**src/rtl/cpu_types_pkg.sv**
```systemverilog
// Shared types for the core-to-memory arbiter: FSM states, channel classes
// and small helpers for round-robin pointer arithmetic.
package cpu_types_pkg;

   typedef enum logic {
      IDLE   = 1'b0,
      ACCESS = 1'b1
   } arbstate_t;

   typedef enum logic {
      ICLASS = 1'b0,
      DCLASS = 1'b1
   } chclass_t;

   // Width of a core index / round-robin pointer; never narrower than one bit.
   function automatic int ptr_width(input int n);
      return (n > 1) ? $clog2(n) : 1;
   endfunction

   // (a + b) mod n for a < n and b < n, without a divider.
   function automatic int wrap_add(input int a, input int b, input int n);
      int s;
      s = a + b;
      if (s >= n) s = s - n;
      return s;
   endfunction

endpackage

```
**src/rtl/cache_mem_arbiter_rr_pick.sv**
```systemverilog
// Round-robin picker: returns the first requester at or after ptr,
// scanning upward and wrapping at N.
module rr_pick
   import cpu_types_pkg::*;
#(
   parameter int N  = 2,
   parameter int PW = 1
)(
   input  logic [N-1:0]  req,
   input  logic [PW-1:0] ptr,
   output logic          valid,
   output logic [PW-1:0] idx
);

   // Scan from the farthest offset down so the nearest requester wins last.
   always_comb begin
      logic [PW-1:0] k;
      valid = 1'b0;
      idx   = '0;
      k     = '0;
      for (int off = N - 1; off >= 0; off--) begin
         k = PW'(wrap_add(int'(ptr), off, N));
         if (req[k]) begin
            valid = 1'b1;
            idx   = k;
         end
      end
   end

endmodule

```
**src/rtl/cache_mem_arbiter.sv**
```systemverilog
// Arbitrates per-core icache/dcache channels onto one memory port.
// Data requests beat instruction requests; each class has its own
// round-robin pointer. One transaction at a time: IDLE latches a grant,
// ACCESS forwards the granted channel live until ramrdy or a dropped request.
module cache_mem_arbiter
   import cpu_types_pkg::*;
#(
   parameter int NCORES = 2,
   parameter int AW     = 32,
   parameter int DW     = 32
)(
   input  logic                      CLK,
   input  logic                      nRST,
   input  logic [NCORES-1:0]         iREN,
   input  logic [NCORES-1:0][AW-1:0] iaddr,
   input  logic [NCORES-1:0]         dREN,
   input  logic [NCORES-1:0]         dWEN,
   input  logic [NCORES-1:0][AW-1:0] daddr,
   input  logic [NCORES-1:0][DW-1:0] dstore,
   output logic [NCORES-1:0]         iwait,
   output logic [NCORES-1:0]         dwait,
   output logic [NCORES-1:0][DW-1:0] iload,
   output logic [NCORES-1:0][DW-1:0] dload,
   output logic                      ramREN,
   output logic                      ramWEN,
   output logic [AW-1:0]             ramaddr,
   output logic [DW-1:0]             ramstore,
   input  logic [DW-1:0]             ramload,
   input  logic                      ramrdy
);

   localparam int PW = ptr_width(NCORES);

   arbstate_t         state;
   chclass_t          grant_class;
   logic [PW-1:0]     grant_core;
   logic [PW-1:0]     ipointer;
   logic [PW-1:0]     dpointer;

   logic [NCORES-1:0] dreq;
   logic              ivalid;
   logic              dvalid;
   logic [PW-1:0]     iidx;
   logic [PW-1:0]     didx;

   logic              granted_active;
   logic              granted_write;
   logic              complete;
   logic [PW-1:0]     grant_next;

   genvar gi;

   generate
      for (gi = 0; gi < NCORES; gi++) begin : g_dreq
         assign dreq[gi] = dREN[gi] | dWEN[gi];
      end
   endgenerate

   rr_pick #(.N(NCORES), .PW(PW)) u_ipick (
      .req   (iREN),
      .ptr   (ipointer),
      .valid (ivalid),
      .idx   (iidx)
   );

   rr_pick #(.N(NCORES), .PW(PW)) u_dpick (
      .req   (dreq),
      .ptr   (dpointer),
      .valid (dvalid),
      .idx   (didx)
   );

   // Live view of the granted channel and the memory port it drives.
   always_comb begin
      granted_active = (grant_class == DCLASS) ? dreq[grant_core] : iREN[grant_core];
      granted_write  = (grant_class == DCLASS) && dWEN[grant_core];
      complete       = (state == ACCESS) && granted_active && ramrdy;
      grant_next     = (grant_core == PW'(NCORES - 1)) ? '0 : grant_core + 1'b1;

      ramREN   = 1'b0;
      ramWEN   = 1'b0;
      ramaddr  = '0;
      ramstore = '0;
      if ((state == ACCESS) && granted_active) begin
         if (grant_class == DCLASS) begin
            ramWEN  = granted_write;
            ramREN  = ~granted_write;
            ramaddr = daddr[grant_core];
            if (granted_write) ramstore = dstore[grant_core];
         end else begin
            ramREN  = 1'b1;
            ramaddr = iaddr[grant_core];
         end
      end
   end

   // Arbitration FSM: grant in IDLE, finish or abort in ACCESS.
   always_ff @(posedge CLK) begin
      if (!nRST) begin
         state       <= IDLE;
         grant_class <= ICLASS;
         grant_core  <= '0;
         ipointer    <= '0;
         dpointer    <= '0;
      end else begin
         case (state)
            IDLE: begin
               if (dvalid) begin
                  grant_class <= DCLASS;
                  grant_core  <= didx;
                  state       <= ACCESS;
               end else if (ivalid) begin
                  grant_class <= ICLASS;
                  grant_core  <= iidx;
                  state       <= ACCESS;
               end
            end
            ACCESS: begin
               if (!granted_active) begin
                  state <= IDLE;
               end else if (ramrdy) begin
                  state <= IDLE;
                  if (grant_class == DCLASS) dpointer <= grant_next;
                  else                       ipointer <= grant_next;
               end
            end
            default: state <= IDLE;
         endcase
      end
   end

   // Only the completing channel sees wait low and the memory data.
   generate
      for (gi = 0; gi < NCORES; gi++) begin : g_resp
         logic ihit;
         logic dhit;
         assign ihit      = complete && (grant_class == ICLASS) && (grant_core == PW'(gi));
         assign dhit      = complete && (grant_class == DCLASS) && (grant_core == PW'(gi));
         assign iwait[gi] = ~ihit;
         assign dwait[gi] = ~dhit;
         assign iload[gi] = ihit ? ramload : '0;
         assign dload[gi] = dhit ? ramload : '0;
      end
   endgenerate

endmodule

```
**config.mk**
```make
export PLATFORM = sky130hd
export DESIGN_NAME = cache_mem_arbiter
export DESIGN_NICKNAME = d
export VERILOG_FILES = /design/src/rtl/cpu_types_pkg.sv /design/src/rtl/cache_mem_arbiter_rr_pick.sv /design/src/rtl/cache_mem_arbiter.sv
export SDC_FILE = /design/constraint.sdc
export NUM_CORES = 1
export LEC_CHECK = 0
export ABC_CLOCK_PERIOD_IN_PS = 4900
export CAP_MARGIN = 20
export CORE_AREA = 5 5 165 167
export CTS_BUF_LIST = sky130_fd_sc_hd__clkbuf_4
export CTS_CLUSTER_SIZE = 25
export DETAILED_ROUTE_END_ITERATION = 12
export DIE_AREA = 0 0 170 172
export PLACE_DENSITY = 0.44
export SETUP_SLACK_MARGIN = 0.15
export SYNTH_ARGS = -nofsm -noshare
export SYNTH_HDL_FRONTEND = slang
export SYNTH_SLANG_ARGS = --single-unit
```
**constraint.sdc**
```tcl
create_clock -name CLK -period 4.9 [get_ports CLK]
set_input_delay 0.98 -clock CLK [delete_from_list [all_inputs] [get_ports CLK]]
set_output_delay 0.98 -clock CLK [all_outputs]
set_load 0.05 [all_outputs]
```
After elaboration in Yosys (flattened, before gate mapping)
Index checks and enable logic that the tools add are counted.
{"block": "op_classes", "add_sub_neg": 7, "n_lt_le_gt_ge": 9, "muxes": 56, "bitwise_logic": 10, "reduce_logical": 13}
{"cell": "$mux W32", "n": 15}
{"cell": "$mux W1", "n": 40}
{"cell": "$lt A1 B2 Y1 const B", "n": 5}
{"cell": "$logic_and A1 B1 Y1", "n": 9}
{"cell": "$not A1 Y1", "n": 8}
{"cell": "$reduce_and A4 Y1", "n": 2}
{"cell": "$add A1 B1 Y2 const B", "n": 2}
{"cell": "$ge A1 B2 Y1 const B", "n": 2}
{"cell": "$ge A2 B2 Y1 const B", "n": 2}
{"cell": "$sub A1 B1 Y1 const B", "n": 4}
{"cell": "$or A1 B1 Y1", "n": 2}
{"cell": "$pmux W1 S2", "n": 1}
{"cell": "$reduce_and A2 Y1", "n": 1}
{"cell": "$reduce_bool A2 Y1", "n": 1}
{"cell": "$add A1 B1 Y1 const B", "n": 1}
{"block": "word_totals", "regBits": 5, "word_cells": 100}

Longest topological paths before layout
Gate-level depths: netlist of run 1.
{"block": "logic_depth", "ltp_word": 10, "ltp_mapped": 6, "depth_no_buf": 4}

By module
From an unflattened synthesis of run 1, not the netlist that was laid out.
{"block": "unflattened", "cells_unflattened": 337, "hier_area_um2": 2825.2}
{"module": "cache_mem_arbiter", "instances": 1, "cells_each": 331, "area_per_inst_um2": 2790.2, "seq_area_each_um2": 100.1}
{"module": "rr_pick", "instances": 2, "cells_each": 3, "area_per_inst_um2": 17.5, "seq_area_each_um2": 0.0}

Worst setup path after synthesis of run 1
OpenSTA, ideal clock, no wires.
{"block": "synth_timing", "path_kind": "input-to-output", "from": "input port iREN[0]", "to": "output port ramREN", "arrival_time_ps": 2731, "t_required_ps": 3920, "slack_ps": 1189, "stages": 5, "n_path_buf": 2, "cell_sequence": "nand2b_1 -> a31o_2 -> buf_2 -> buf_6 -> a211oi_1"}
{"block": "synth_via", "elab_chain_len": 5}
{"item": "from (decl)", "line": "cache_mem_arbiter.sv:14", "text": "input logic [NCORES-1:0] iREN,"}
{"item": "$mux W1 (implied by the code) (2 in series)", "line": "cache_mem_arbiter.sv:75", "text": "granted_active = (grant_class == DCLASS) ? dreq[grant_core] : iREN[grant_core];"}
{"item": "$mux W1", "line": "cache_mem_arbiter.sv:75"}
{"item": "$logic_and A1 B1 Y1", "line": "cache_mem_arbiter.sv:84", "text": "if ((state == ACCESS) && granted_active) begin"}
{"item": "$mux W1", "line": "cache_mem_arbiter.sv:84"}
{"item": "to (decl)", "line": "cache_mem_arbiter.sv:24", "text": "output logic ramREN,"}
No other way between the ends. The select of a mux whose other input is x is not followed.

Worst setup path in the final report of run 1
{"block": "layout_timing", "from": "input port iREN[0]", "to": "output port ramaddr[14]"}
{"block": "layout_via", "elab_chain_len": 5}
{"item": "$mux W1 (implied by the code) (2 in series)", "line": "cache_mem_arbiter.sv:75"}
{"item": "$mux W1", "line": "cache_mem_arbiter.sv:75"}
{"item": "$logic_and A1 B1 Y1", "line": "cache_mem_arbiter.sv:84"}
{"item": "$mux W32", "line": "cache_mem_arbiter.sv:84"}
{"item": "to (decl)", "line": "cache_mem_arbiter.sv:26", "text": "output logic [AW-1:0] ramaddr,"}
No other way between the ends. The select of a mux whose other input is x is not followed.

==> impl_metrics.tcl, run 1 <==
set metrics [dict create \
    grt_max_degree 36 \
    synth_enable_flop_cells 0 \
    area_growth_pct 155 \
    antenna_violating_nets_post_route 0 \
    synth_compound_area_frac 0.0363 \
    slew_violations 0 \
    placementRows 59 \
    worst_setup_path_end_kind "output pin" \
    synth-seq-cells 5 \
    cts_tree "built" \
    syn_inst 342 \
    placeableCoreArea_sq_mm 0.0256 \
    cts_sinks 5 \
    max-vdd-ir-drop_uv 54.8 \
    cts-root-buf "sky130_fd_sc_hd__clkbuf_4" \
    post-dp-hpwl_um 16100 \
    synth_fa_ha_area_frac 0 \
    critPathArrivalTime_ns 3.45 \
    postCtsSetupBuffers 0 \
    post_cts_resize_count 0 \
    drt-vias-per-instance 3.90 \
    drt-pass1-iter-count 4 \
    design.final.nets 982 \
    maxCapViolations 0 \
    groute.usage.overall 0.118 \
    finalWeightedCongestion 0.768 \
    postSynthNetCount 575 \
    initial_antenna_violation_count 0 \
    fp.dieH_um 172 \
    wire_per_inst_um 17.8 \
    synth_top_flop_cell "sky130_fd_sc_hd__dfxtp_1" \
    hp-class "flop to flop" \
    outcome "complete, no violations" \
    place_worst_setup_slack_ns 0.488 \
    fin_area_sq_mm 0.00729 \
    floorplan.die_area_sq_mm 0.0292 \
    crit_type "input port to output pin" \
    timing.setup.tns_ns 0 \
    unrepaired_setup_endpoints_after_global_routing "no" \
    htree_levels 1 \
    lkg_pwr_nw 2.74 \
    clk_transition_reported_paths_ns 0.05 \
    cts-root-to-sink-buffers 2 \
    insertion_delay_ns 0.25 \
    min_period_ns 4.43 \
    antenna_cells 0 \
    wirelength_um 19300 \
    crit_path_max_fanout 34 \
    synth-xor-area-share 0 \
    relSlewSlack 0.394 \
    main_combinational_cell_family_by_area_after_synthesis "simple AND/OR/NAND/NOR gates" \
    chipWidth_um 170 \
    clock-skew-final_ns 0.00229 \
    synth_cell_types 39 \
    setup.worst_path.start_class "input port" \
    drcViolationCount 0 \
    synth_async_sr_flop_share 0 \
    postPlaceCellArea_sq_mm 0.00726 \
    grt_first_pass_wirelength_um 27300 \
    maxClockFrequency_mhz 226 \
    yosys.area_share.simple 0.473 \
    post_synth_mux_area_share 0.370 \
    synth.top_cells.by_count "sky130_fd_sc_hd__and2_1, sky130_fd_sc_hd__nor3_1, sky130_fd_sc_hd__mux2i_1, sky130_fd_sc_hd__mux4_2, sky130_fd_sc_hd__nor3b_1" \
    final_setup_violation_count 0 \
    tightest_slew_ns 0.909 \
    worst-endpoint-required_ns 3.92 \
    first_iter_violations 120 \
    seq_area_frac_synth 0.0350 \
    postCtsHoldBufs 0 \
    cts-buffers-inserted 3 \
    place_inst 1079 \
    synthDominantAreaCellType "sky130_fd_sc_hd__and2_1" \
    detailroute.via_count 4219 \
    synth.top_cells.by_area "sky130_fd_sc_hd__and2_1, sky130_fd_sc_hd__mux4_2, sky130_fd_sc_hd__mux2i_1" \
    synth_top_cell_area_share 0.282 \
    grt_pass1_vias 4405 \
    gr-total-overflow 0 \
    post-layout-total-power_uw 875 \
    postLayoutSetupSlackWorst_ns 0.473 \
    initial_utilization 0.112 \
    final_cell_count_no_fill 1083 \
    io-pin-count 431 \
    synthesis.yosys.warnings 0 \
    num-fill-cells 2752 \
    yosys.cell_count.top_type "sky130_fd_sc_hd__and2_1" \
    power-per-cell-area_mw_per_mm2 120 \
    timing.final.hold_violations 0 \
    portBuffers 430 \
    netlist_area_sq_mm 0.00286 \
    final.period_utilization 0.903 \
    layout-drive-gt1-share 0.203 \
    post_synth.cell_area_avg_sq_um 8.37 \
]
-- layer usage --
metal / track usage / vias to the layer above / wire length, um
li1: - / 2046 / -
met1: 0.133 / 1919 / 7250
met2: 0.223 / 236 / 9990
met3: 0.0368 / 18 / 1830
met4: 0.0174 / 0 / 250
met5: 0 / - / 0
-- worst max-delay path: stages --
cell,delay [ns]
sky130_fd_sc_hd__clkdlybuf4s50_1,0.56
sky130_fd_sc_hd__nand2b_1,0.13
sky130_fd_sc_hd__a31o_2,0.52
sky130_fd_sc_hd__nor3b_1,0.35
sky130_fd_sc_hd__clkdlybuf4s50_1,0.85
-- path summary, 6_finish.rpt --
| check | startpoint | endpoint | slack (ns) | depth (start not counted) |
|---|---|---|---|---|
| worst max-delay path | iREN[0] | ramaddr[14] | 0.47 | 5 |
| worst min register to register | ipointer | ipointer | 0.49 | 1 |
| worst max register to register | grant_core | state | 3.05 | 3 |
| worst min-delay path | ipointer | ipointer | 0.49 | 1 |
-- power by group --
part	leakage [nW]	switching, mW	internal, mW
Sequential	0.0421	0.0173	0.0451
Combinational	2.68	0.379	0.379
Clock	0.0184	0.0184	0.0364
-- area by class of cell --
class,instances,area (sq um),share of cell area
clock buffer,4,30.0,0.00412
multi-input combinational,291,2540,0.348
tap,335,419,0.0575
timing repair buffer,440,4170,0.572
sequential,5,105,0.0144
inverter,8,30.0,0.00412
-- registers in the layout (all words and copies together) (netlist names) --
signal       count
dpointer         1
ipointer         1
state            1
grant_class      1
grant_core       1
-- cell usage in the layout (no fill, tap or decap), drive strengths merged --
cell type,instances
mux2,1
or2,1
a211oi,1
a221o,1
and2,129
o211a,1
inv,8
a31o,1
a211o,1
nor2,3
nand2b,2
a41oi,1
or3,1
nor4,2
nand3,2
clkbuf,4
buf,105
and4,1
o21ai,1
mux2i,32
dfxtp,5
o41ai,1
o32ai,1
a31oi,1
mux4,32
nand2,4
nor3,36
clkdlybuf4s50,335
a21oi,2
or3b,1
nor3b,32
-- stage by stage --
step / utilization / hold WS (ns)
CTS: 0.285 / 0.498
finish: 0.285 / 0.491
floorplan: - / 0.464
global placement: 0.283 / 0.483
detailed placement: 0.283 / 0.486
global route: 0.285 / 0.511
-- logic make-up (layout without fill, tap and decap cells) --
group,count (synthesis),in the layout
simple gates,214,214
mux,65,65
buf+inv,46,452
compound gates,12,12
flops,5,5
Note: power is estimated with default switching activity, not from simulation.
==> run 2, diff against run 1 <==
--- a/config.mk
+++ b/config.mk
@@ -14,6 +14,7 @@
 export DIE_AREA = 0 0 170 172
 export PLACE_DENSITY = 0.44
 export SETUP_SLACK_MARGIN = 0.15
+export SKIP_LAST_GASP = 1
 export SYNTH_ARGS = -nofsm -noshare
 export SYNTH_HDL_FRONTEND = slang
 export SYNTH_SLANG_ARGS = --single-unit
==> results of run 2 <==
Final layout, timing and power as in run 1 (identical DEF).
==> RTL edit, RTL diff (settings of run 1) <==
Make the reset (`nRST`) asynchronous in one clocked block.
--- a/src/rtl/cache_mem_arbiter.sv
+++ b/src/rtl/cache_mem_arbiter.sv
@@ -96,5 +96,5 @@
 
    // Arbitration FSM: grant in IDLE, finish or abort in ACCESS.
-   always_ff @(posedge CLK) begin
+   always_ff @(posedge CLK or negedge nRST) begin
       if (!nRST) begin
          state       <= IDLE;
Check against the original RTL: differs if nRST is asserted again (counterexample within 4 cycles, from zero or initial values and one cycle with nRST low); with nRST held inactive, the same outputs for 4 cycles.
==> RTL edit against run 1 <==
- worst setup slack worse by 0.090 ns
- register-to-register slack gained 0.28 ns
- critical path type unchanged
- wire length rose by 5.5%
- via count decreased by 1.5%
- sequential cell count stayed put
- sequential share of layout area grew 0.18 points
- utilization rose by 2.9 points
- fmax down 2.0%
- cell area grew 10%
- area after synthesis fell by 0.96%
- critical endpoint is now ramaddr[3]
Power is left out: it rests on default switching activity, and per cell area and clock period it moved more than threefold.
==> RTL edit: results <==
metrics = {
    "status": {
        "status": "complete, no violations",
    },
    "synthesis": {
        "async_reset_ff_frac": 1.00,
        "ys_seq_area_frac": 0.0442,
        "ys_types": 36,
        "synthTopCellsByArea": "and2_1 28%, mux4_2 25%, mux2i_1 11%",
        "synth_commonest_cells": "129 x and2_1, 33 x nor2b_1, 32 x mux2i_1, 32 x mux4_2, 32 x nor3_1",
        "synthFlopType": "dfrtp_1",
        "synthesis.nets": 572,
    },
    "cts": {
        "cts.clk_slew.worst_paths_ns": 0.04,
        "cts.repair.resized": 0,
        "cts_setup_buffers": 0,
        "cts_inserted_buffers": 3,
        "clockBufferDepth": 2,
        "clkLatencyLatePin_ns": 0.25,
    },
    "routing": {
        "wl_met1_um": 7620,
        "avgViaCountPerCell": 3.83,
        "met2WireLength_um": 10400,
        "drtPass1Iterations": 4,
        "wl_met3_um": 1970,
        "wl_per_cell_um": 18.8,
        "drt_first_iter_violations": 129,
    },
    "sta": {
        "hold_slack_ns": 0.520,
        "finClkSkew_ns": 0.0148,
        "worst_slew_pin_slew_ns": 1.02,
    },
    "finish": {
        "nets": 982,
        "n_fill_cell": 2653,
        "drive_gt1_frac": 0.233,
    },
    "critical_path": {
        "max_stage_delay_ns": 0.84,
        "cp.arrival_ns": 3.54,
        "rrSetupSlack_ns": 3.33,
        "crit_path_max_fanout": 33,
    },
    "global_route": {
        "antenna_found_initial": 1,
        "grt_pass1_wl_um": 28400,
        "grt_usage": 0.126,
        "first_global_vias": 4392,
        "grt_max_degree": 60,
    },
    "hold_path": {
        "hold_class": "flip-flop to flip-flop",
    },
    "place": {
        "dp.final_hpwl_um": 17400,
        "routabilityCongestion": 0.827,
    },
}
-- RTL edit: changes by cell type in the layout (fill, tap and decap cells not counted), moves of 3 or more --
cell and delta:
buf_12 +63, nor3b_1 -30, clkdlybuf4s50_1 -21, nor2b_1 +33, dfrtp_1 +3, buf_4 -42
o21ai_0 +3, dfxtp_1 -3
-- RTL edit: final timing paths --
| path | end | from | depth (start not counted) |
|---|---|---|---|
| setup / recovery | ramaddr[3] | dWEN[1] | 5 |
| hold reg to reg | dpointer$_DFFE_PN0P_ | dpointer$_DFFE_PN0P_ | 1 |
| min in group asynchronous | grant_core$_DFFE_PN0P_ | nRST | 1 |
| hold / removal | dpointer$_DFFE_PN0P_ | dpointer$_DFFE_PN0P_ | 1 |
| setup reg to reg | state$_DFF_PN0_ | grant_core$_DFFE_PN0P_ | 3 |
| max in group asynchronous | grant_class$_DFFE_PN0P_ | nRST | 1 |
-- RTL edit: logic make-up (layout without fill, tap and decap cells) --
family,Yosys count,after routing,share of synthesized area
AO/OA/AOI/OAI,17,17,0.0433
buffers and inverters,42,451,0.0773
flip-flops,5,5,0.0442
multiplexers,66,66,0.375
other,0,1,0
AND/OR/NAND/NOR,209,209,0.460
-- RTL edit: cell type report --
| type | instances | share of cell area |
|---|---|---|
| timing repair buffer | 440 | 0.611 |
| multi-input combinational | 292 | 0.313 |
| tap | 335 | 0.0523 |
| sequential | 5 | 0.0162 |
| clock buffer | 4 | 0.00374 |
| inverter | 7 | 0.00328 |
| antenna | 1 | 0.000312 |
-- RTL edit: metal layers --
layer	vias up	GRT usage
met5	-	0
met1	1891	0.146
met2	235	0.231
li1	2011	-
met4	0	0.0233
met3	20	0.0377
-- RTL edit: critical path: cells and delay by family --
family / cells / cell delay [ns]
buffers and inverters: 2 / 1.40
and+or+nand+nor: 2 / 0.58
AOI/OAI and AO/OA: 1 / 0.55
-- RTL edit: per-stage QoR --
step	setup WS [ns]	instance area [µm²]	cells	utilization
2_1_floorplan	1.37	2830	339	-
3_3_place_gp	0.378	7990	1079	0.312
3_5_place_dp	0.355	7990	1079	0.312
4_1_cts	0.360	8020	1083	0.313
5_1_grt	0.209	8020	1084	0.313
6_report	0.383	8020	1084	0.313
